## src/rtl/button_gesture_classifier_if.sv

```systemverilog
// ============================================================================
// Module      : button_gesture_classifier_if
// Description : Signal bundle between a debounced button source and the
//               gesture classifier. The master drives the button level and
//               observes the gesture pulses; the slave is the classifier.
// Revision    : 1.0 - initial release
// ============================================================================
`default_nettype none

interface button_gesture_classifier_if;
  logic btn_level;
  logic short_press;
  logic long_press;
  logic double_click;
  logic repeat_pulse;
  logic busy;

  modport master (
    output btn_level,
    input  short_press,
    input  long_press,
    input  double_click,
    input  repeat_pulse,
    input  busy
  );

  modport slave (
    input  btn_level,
    output short_press,
    output long_press,
    output double_click,
    output repeat_pulse,
    output busy
  );
endinterface

`default_nettype wire

```

## src/rtl/button_gesture_classifier.sv

```systemverilog
// ============================================================================
// Module      : button_gesture_classifier
// Description : Classifies presses of one debounced button into short press,
//               long press or double click, each reported as a one-cycle
//               registered pulse. Optional auto-repeat while a long press is
//               held, compiled in when the macro BTN_REPEAT_EN is defined.
// Revision    : 1.0 - initial release
// ============================================================================
`default_nettype none

module button_gesture_classifier #(
  parameter int LONG_COUNT   = 50000000,
  parameter int GAP_COUNT    = 15000000,
  parameter int REPEAT_COUNT = 10000000,
  parameter int CNT_WIDTH    = $clog2(
      (LONG_COUNT > GAP_COUNT)
        ? ((LONG_COUNT > REPEAT_COUNT) ? LONG_COUNT : REPEAT_COUNT)
        : ((GAP_COUNT  > REPEAT_COUNT) ? GAP_COUNT  : REPEAT_COUNT)) + 1
) (
  input wire                         clk,
  input wire                         rst_n,
  button_gesture_classifier_if.slave bus
);

  typedef enum logic [2:0] {
    S_IDLE   = 3'd0,
    S_PRESS1 = 3'd1,
    S_GAP    = 3'd2,
    S_PRESS2 = 3'd3,
    S_HELD   = 3'd4
  } state_t;

  // Counter values on which the respective timeouts fire.
  localparam logic [CNT_WIDTH-1:0] c_long_last = CNT_WIDTH'(LONG_COUNT - 1);
  localparam logic [CNT_WIDTH-1:0] c_gap_last  = CNT_WIDTH'(GAP_COUNT - 1);
  localparam logic [CNT_WIDTH-1:0] c_cnt_max   = '1;
  localparam logic [CNT_WIDTH-1:0] c_cnt_one   = CNT_WIDTH'(1);
`ifdef BTN_REPEAT_EN
  localparam logic [CNT_WIDTH-1:0] c_rep_last  = CNT_WIDTH'(REPEAT_COUNT - 1);
`endif

  state_t               r_state;
  state_t               w_state_nxt;
  logic [CNT_WIDTH-1:0] r_cnt;
  logic [CNT_WIDTH-1:0] w_cnt_nxt;
  logic                 w_cnt_clr;
  logic                 r_prev;
  logic                 w_rise;
  logic                 w_fall;
  logic                 r_short;
  logic                 r_long;
  logic                 r_dbl;
  logic                 w_short_nxt;
  logic                 w_long_nxt;
  logic                 w_dbl_nxt;
`ifdef BTN_REPEAT_EN
  logic                 r_rep;
  logic                 w_rep_nxt;
`endif

  // prev resets high so a button held through reset never counts as a press.
  assign w_rise = bus.btn_level & ~r_prev;
  assign w_fall = ~bus.btn_level & r_prev;

  // Next-state, pulse and counter decode; edges win over timeouts.
  always_comb begin
    w_state_nxt = r_state;
    w_short_nxt = 1'b0;
    w_long_nxt  = 1'b0;
    w_dbl_nxt   = 1'b0;
    w_cnt_clr   = 1'b0;
`ifdef BTN_REPEAT_EN
    w_rep_nxt   = 1'b0;
`endif
    case (r_state)
      S_IDLE: begin
        if (w_rise) w_state_nxt = S_PRESS1;
      end
      S_PRESS1: begin
        if (w_fall) begin
          w_state_nxt = S_GAP;
        end else if (r_cnt == c_long_last) begin
          w_long_nxt  = 1'b1;
          w_state_nxt = S_HELD;
        end
      end
      S_GAP: begin
        if (w_rise) begin
          w_state_nxt = S_PRESS2;
        end else if (r_cnt == c_gap_last) begin
          w_short_nxt = 1'b1;
          w_state_nxt = S_IDLE;
        end
      end
      S_PRESS2: begin
        if (w_fall) begin
          w_dbl_nxt   = 1'b1;
          w_state_nxt = S_IDLE;
        end
      end
      S_HELD: begin
        if (w_fall) begin
          w_state_nxt = S_IDLE;
        end
`ifdef BTN_REPEAT_EN
        else if (r_cnt == c_rep_last) begin
          w_rep_nxt = 1'b1;
          w_cnt_clr = 1'b1;
        end
`endif
      end
      default: begin
        w_state_nxt = S_IDLE;
      end
    endcase

    // Every state entry restarts the counter; otherwise count up, saturating.
    if (w_state_nxt != r_state) w_cnt_clr = 1'b1;
    if (w_cnt_clr)                w_cnt_nxt = '0;
    else if (r_cnt == c_cnt_max)  w_cnt_nxt = r_cnt;
    else                          w_cnt_nxt = r_cnt + c_cnt_one;
  end

  // State, counter, edge history and registered pulse outputs.
  always_ff @(posedge clk) begin
    if (!rst_n) begin
      r_state <= S_IDLE;
      r_cnt   <= '0;
      r_prev  <= 1'b1;
      r_short <= 1'b0;
      r_long  <= 1'b0;
      r_dbl   <= 1'b0;
`ifdef BTN_REPEAT_EN
      r_rep   <= 1'b0;
`endif
    end else begin
      r_state <= w_state_nxt;
      r_cnt   <= w_cnt_nxt;
      r_prev  <= bus.btn_level;
      r_short <= w_short_nxt;
      r_long  <= w_long_nxt;
      r_dbl   <= w_dbl_nxt;
`ifdef BTN_REPEAT_EN
      r_rep   <= w_rep_nxt;
`endif
    end
  end

  assign bus.short_press  = r_short;
  assign bus.long_press   = r_long;
  assign bus.double_click = r_dbl;
  assign bus.busy         = (r_state != S_IDLE);
`ifdef BTN_REPEAT_EN
  assign bus.repeat_pulse = r_rep;
`else
  assign bus.repeat_pulse = 1'b0;
`endif

endmodule

`default_nettype wire

```

## src/flat_wrapper.sv

```systemverilog
// flat-port wrapper written by rule: the top's interface ports become plain ports
module button_gesture_classifier_flat 
#(
  parameter int LONG_COUNT   = 50000000,
  parameter int GAP_COUNT    = 15000000,
  parameter int REPEAT_COUNT = 10000000,
  parameter int CNT_WIDTH    = $clog2(
      (LONG_COUNT > GAP_COUNT)
        ? ((LONG_COUNT > REPEAT_COUNT) ? LONG_COUNT : REPEAT_COUNT)
        : ((GAP_COUNT  > REPEAT_COUNT) ? GAP_COUNT  : REPEAT_COUNT)) + 1
)
  (clk, rst_n, bus_btn_level, bus_short_press, bus_long_press, bus_double_click, bus_repeat_pulse, bus_busy);
  button_gesture_classifier_if bus_i ();
  input wire clk;
  input wire rst_n;
  input wire logic [$bits(bus_i.btn_level)-1:0] bus_btn_level;
  output wire logic [$bits(bus_i.short_press)-1:0] bus_short_press;
  output wire logic [$bits(bus_i.long_press)-1:0] bus_long_press;
  output wire logic [$bits(bus_i.double_click)-1:0] bus_double_click;
  output wire logic [$bits(bus_i.repeat_pulse)-1:0] bus_repeat_pulse;
  output wire logic [$bits(bus_i.busy)-1:0] bus_busy;
  assign bus_i.btn_level = bus_btn_level;
  assign bus_short_press = bus_i.short_press;
  assign bus_long_press = bus_i.long_press;
  assign bus_double_click = bus_i.double_click;
  assign bus_repeat_pulse = bus_i.repeat_pulse;
  assign bus_busy = bus_i.busy;
  button_gesture_classifier #(.LONG_COUNT(LONG_COUNT), .GAP_COUNT(GAP_COUNT), .REPEAT_COUNT(REPEAT_COUNT), .CNT_WIDTH(CNT_WIDTH)) u_core (.clk(clk), .rst_n(rst_n), .bus(bus_i));
endmodule
```

## config.mk

```make
export PLATFORM = sky130hd
export DESIGN_NAME = button_gesture_classifier_flat
export DESIGN_NICKNAME = d
export VERILOG_FILES = /design/src/rtl/button_gesture_classifier_if.sv /design/src/rtl/button_gesture_classifier.sv /design/src/flat_wrapper.sv
export SDC_FILE = /design/constraint.sdc
export NUM_CORES = 1
export LEC_CHECK = 0
export CAP_MARGIN = 5
export CORE_ASPECT_RATIO = 1.4
export CORE_MARGIN = 2
export CORE_UTILIZATION = 38
export CTS_BUF_LIST = sky130_fd_sc_hd__clkbuf_8
export CTS_CLUSTER_SIZE = 40
export DETAILED_ROUTE_END_ITERATION = 10
export PLACE_DENSITY = 0.61
export SETUP_SLACK_MARGIN = 0.2
export SYNTH_ARGS = -nofsm -noshare
export SYNTH_HDL_FRONTEND = slang
export SYNTH_SLANG_ARGS = --single-unit
```

## constraint.sdc

```tcl
create_clock -name clk -period 2.7 [get_ports clk]
set_input_delay 0.54 -clock clk [delete_from_list [all_inputs] [get_ports clk]]
set_output_delay 0.54 -clock clk [all_outputs]
set_load 0.05 [all_outputs]
```

After elaboration in Yosys (flattened, before gate mapping)
Index checks and enable logic that the tools add are counted.

Input bits: 3. Logic and storage cells: 40. Bits in registers: 34. Output and inout bits: 5.

Mux-type cells: 11. Equality and inequality tests: 8. Bitwise logic cells: 7. Add/subtract/negate cells: 1. Reduce and logical (&&, ||, !) cells: 7.

Operator list (count): adder 27 x 1 -> 27 bit (second input constant) (1); == test 27 x 24 -> 1 bit (second input constant) (1); == test 27 x 26 -> 1 bit (second input constant) (1); == test 27 bit (second input constant) (1); two-way mux 3 bit (6); case mux 3 bit (4 select lines) (1); == test 3 x 2 -> 1 bit (second input constant) (2); OR reduction 3 bit (2); NOT 1 bit (5); two-way mux 1 bit (4); OR reduction 2 bit (2); == test 3 x 1 -> 1 bit (second input constant) (1); == test 3 bit (second input constant) (1); zero test 3 bit (1); != test 3 bit (1); nonzero test 3 bit (1); AND 1 bit (2); AND reduction 2 bit (1).

Depth between registers and ports, before layout
Gate-level depths: netlist of the first run.

Depth after elaboration: 7. Mapped depth: 7. Gate-level depth less buffers: 6.

Least setup slack after synthesis of the first run
No wires, ideal clock.

Path type: reg2reg. Start point: register u_core.r_cnt[0]. End point: register u_core.r_cnt[20]. Data required time: 2.580 ns. Slack: 0.835 ns. Setup time: 0.120 ns. Cell stages (with the launch flop): 8. Data arrival time: 1.744 ns. Cells stage by stage: dfxtp_1 ha_1 nand3_1 nor4_4 buf_2 nand4b_1 xor2_1 nor2_1.

Longest elaborated chain between the ends: 7. Elaborated cells on any way between the ends: 12.

RTL lines: start: declaration (RTL line button_gesture_classifier.sv:44) `logic [CNT_WIDTH-1:0] r_cnt;`; start signal: assignment (RTL line button_gesture_classifier.sv:138) `r_cnt <= w_cnt_nxt;`; == test 27 x 24 -> 1 bit / == test 27 x 26 -> 1 bit (equally long branches) (RTL line button_gesture_classifier.sv:90, button_gesture_classifier.sv:82); two-way mux 3 bit (on tied branches) (RTL line button_gesture_classifier.sv:90, button_gesture_classifier.sv:82); two-way mux 3 bit (on tied branches) (RTL line button_gesture_classifier.sv:88, button_gesture_classifier.sv:80); case mux 3 bit (4 select lines) (RTL line button_gesture_classifier.sv:75) `case (r_state)`; != test 3 bit (RTL line button_gesture_classifier.sv:118) `if (w_state_nxt != r_state) w_cnt_clr = 1'b1;`; two-way mux 1 bit (RTL line button_gesture_classifier.sv:118); OR reduction 2 bit (no source line).

Parallel ways exist; a longest one is shown, timed or not. A chain may end at the register's enable or synchronous reset.

Worst setup path in the final report of the first run
Start point: register u_core.r_state[0]. End point: output port bus_busy.

Longest elaborated chain between the ends: 1.

RTL lines: start: declaration (RTL line button_gesture_classifier.sv:42) `state_t r_state;`; start signal: assignment (RTL line button_gesture_classifier.sv:137) `r_state <= w_state_nxt;`; nonzero test 3 bit (RTL line button_gesture_classifier.sv:152) `assign bus.busy = (r_state != S_IDLE);`; end: declaration (RTL line flat_wrapper.sv:21) `output wire logic [$bits(bus_i.busy)-1:0] bus_busy;`.

No other way between the ends.

==> results of run 1 <==
-- cell usage after synthesis (all sizes together), types with 2 or more instances --
library cell	instances
dfxtp	34
and3	6
xnor2	19
nand3	15
clkbuf	4
nand4b	3
nand4	8
nor3	4
a41oi	2
nor2	30
a211oi	10
inv	2
or3	2
nand2	13
nor4	6
or4	2
a21oi	11
o21ai	2
and4	2
xor2	4
buf	7
nor2b	5
nand2b	2
-- flip-flops by register name, summed over array words and instances (netlist names) --
| name | count |
|---|---|
| u_core.r_cnt | 27 |
| u_core.r_state | 3 |
| u_core.bus.short_press | 1 |
| u_core.bus.double_click | 1 |
| u_core.r_prev | 1 |
| u_core.bus.long_press | 1 |
-- critical path, cell delays in order (launching register included) --
cell	delay, ns
dfxtp_1	0.42
or3_1	0.40
clkdlybuf4s50_1	0.70
-- metrics by stage --
step           total power (W)  hold WS, ns  instances  util (%)
3_3_place_gp          0.000570        0.493        270      41.4
3_5_place_dp          0.000570        0.497        270      41.4
5_1_grt               0.000943        0.525        277      43.1
6_report              0.000901        0.500        277      43.1
4_1_cts               0.000911        0.505        277      42.9
2_1_floorplan         0.000562        0.470        208         -
-- area by class of cell --
type,instances,share of cell area [%]
Sequential cell,34,32.9
Multi-Input combinational cell,161,54.6
Timing Repair Buffer,9,4.59
Clock buffer,5,3.32
Tap cell,64,3.87
Clock inverter,2,0.363
Inverter,2,0.363
-- per-layer routing --
layer  wire length [um]  vias to the layer above  global-route usage, %
li1                   -                      754                      -
met1               1640                      718                   17.1
met2               2040                       21                   27.9
met3                105                        4                   3.49
met4                 41                        0                   4.74
met5                  0                        -                      0
-- power by group --
part | switching (W) | internal, W
registers | 0.00000726 | 0.000507
logic | 0.0000279 | 0.0000170
clock network | 0.000172 | 0.000170
total | 0.000207 | 0.000694
-- logic make-up (layout without fill, tap and decap cells) --
kind of cell,count (synthesis),in the layout,share of synthesized area (%)
DFF,34,34,36.4
other,1,1,0.200
and+or+nand+nor,106,106,35.7
muxes,2,2,1.14
buffers and inverters,13,18,4.08
adders and majority gates,1,1,0.668
AOI/OAI and AO/OA,28,28,11.1
xor gates and xnor gates,23,23,10.8
-- what timing repair did --
item,4_1_cts,5_1_grt
buffers inserted,0,0
endpoints found under the hold margin,0,0
resized for setup,0,1
setup endpoints to repair,0,10
-- worst min-delay path by stage --
stage	from	end	slack (ns)	cells past startpoint
floorplan	u_core.r_cnt[1]	u_core.r_cnt[1]	0.47	2
global placement	u_core.r_cnt[1]	u_core.r_cnt[1]	0.49	2
detailed placement	u_core.r_cnt[1]	u_core.r_cnt[1]	0.50	2
CTS	u_core.r_cnt[1]	u_core.r_cnt[1]	0.50	2
global route	u_core.r_cnt[1]	u_core.r_cnt[1]	0.52	2
finish	u_core.r_cnt[1]	u_core.r_cnt[1]	0.50	2
==> flow_metrics.py, run 1 <==
metrics = {
    "yosys": {
        "syn_inst": 208,
        "synth_top_area_share_pct": 36.4,
        "ys.flop_type": "dfxtp_1",
        "netlist_area_um2": 1870,
        "synth_top_area_cell": "dfxtp_1",
        "synth_cell_types": 51,
        "yosys_warnings": 0,
        "synth-seq-area-share_pct": 36.4,
        "synth-seq-cells": 34,
        "synthArstFlopShare_pct": 0,
        "syn_avg_cell_area_um2": 9.00,
        "synth.area.top_cells": "dfxtp_1 (36%), xnor2_1 (8.9%), nor2_1 (5.2%), nand3_1 (3.5%), a211oi_2 (2.7%)",
        "synth_edf_count": 0,
        "synth_fp_nets": 212,
    },
    "drt": {
        "wire_per_inst_um": 13.8,
        "dr.first_iter.drc_count": 105,
        "drt_wl_total_um": 3820,
        "first_pass_iters": 4,
        "postRouteAntennaNets": 0,
        "dr_total_vias": 1497,
        "routed_via_density": 5.40,
        "drc": 0,
    },
    "cells_and_area": {
        "layout_commonest_cell": "dfxtp_1",
        "syn2layout_area_growth_pct": 10.6,
        "final_cell_mix": "dfxtp_1 (34), nor2_1 (26), xnor2_1 (19)",
        "fillCellCount": 523,
        "final_layout_size_suffix_gt1_share_pct": 14.1,
        "design_area_um2": 2070,
        "multiInputGateArea_um2": 1130,
        "seqCellArea_um2": 681,
        "final_nets": 217,
        "insertedDiodeCount": 0,
    },
    "clocking": {
        "clkLatencyLatePin_ns": 0.28,
        "clock-root-buffer": "clkbuf_8",
        "cts.path.max_buffers": 2,
        "clk_pin_slew_worst_paths_ns": 0.07,
        "htree_levels": 2,
        "numClockSinks": 34,
        "cts_hold_buf": 0,
        "numCtsBuffers": 5,
        "tritoncts": "done",
    },
    "floorplanning": {
        "dieHeight_um": 87.0,
        "die_w_um": 63.3,
        "start_util_pct": 39.0,
        "ios": 8,
        "rows": 30,
        "core_area_um2": 4800,
        "dieArea_um2": 5510,
    },
    "setup_path": {
        "cp-startpoint": "u_core.r_state[0]",
        "end_kind": "output port",
        "cp_max_fo": 12,
        "reg2reg_depth": 7,
        "crit_end": "bus_busy",
        "cp.required_ns": 2.16,
        "rr_startpoint": "u_core.r_cnt[0]",
        "critPathLaunchType": "register",
        "path_class": "register to output port",
        "r2r_end": "u_core.r_cnt[20]",
        "rrSetupSlack_ns": 0.49,
        "arrival_ns": 1.79,
    },
    "global_route": {
        "overflow": 0,
        "gr-usage-all-layers_pct": 15.1,
        "grt_pass1_vias": 1374,
        "antenna_found_initial": 0,
        "grt_max_degree": 24,
        "grt_pass1_wl_um": 6590,
    },
    "sta": {
        "setup_viol_count_final": 0,
        "fin_tns_setup_ns": 0,
        "timing.fmax_mhz": 428,
        "rsz0062_at_grt": "false",
        "finalHoldViolCount": 0,
        "fin_crit_ns": 2.33,
        "finalClockSkew_ns": 0.00380,
        "timing.final.crit_share_pct": 86.5,
        "fin_ws_ns": 0.365,
        "slew_violations": 0,
    },
    "power_and_ir_drop": {
        "irDropWorstVdd_uv": 200,
        "total_leakage_power_nw": 0.694,
        "p_per_area_nw_per_um2": 435,
    },
    "place": {
        "io_buffers": 6,
        "postPlaceCellArea_um2": 1990,
        "hpwl_um": 2710,
        "place_ws_ns": 0.344,
        "place.gp.congestion": 0.767,
    },
    "status": {
        "status": "finished, final reports clean",
    },
    "hold_path": {
        "min_path_type": "register to register",
    },
    "flow_run": {
        "cap_violations": 0,
    },
}
Power figures use the tool's default switching activity.
==> inputs of run 2 (changes only) <==
--- a/config.mk
+++ b/config.mk
@@ -12,6 +12,7 @@
 export CTS_BUF_LIST = sky130_fd_sc_hd__clkbuf_8
 export CTS_CLUSTER_SIZE = 40
 export DETAILED_ROUTE_END_ITERATION = 10
+export HOLD_SLACK_MARGIN = 0.12
 export PLACE_DENSITY = 0.61
 export SETUP_SLACK_MARGIN = 0.2
 export SYNTH_ARGS = -nofsm -noshare
==> results of run 2 <==
The final DEF is identical to that of run 1; final timing and power are the same.
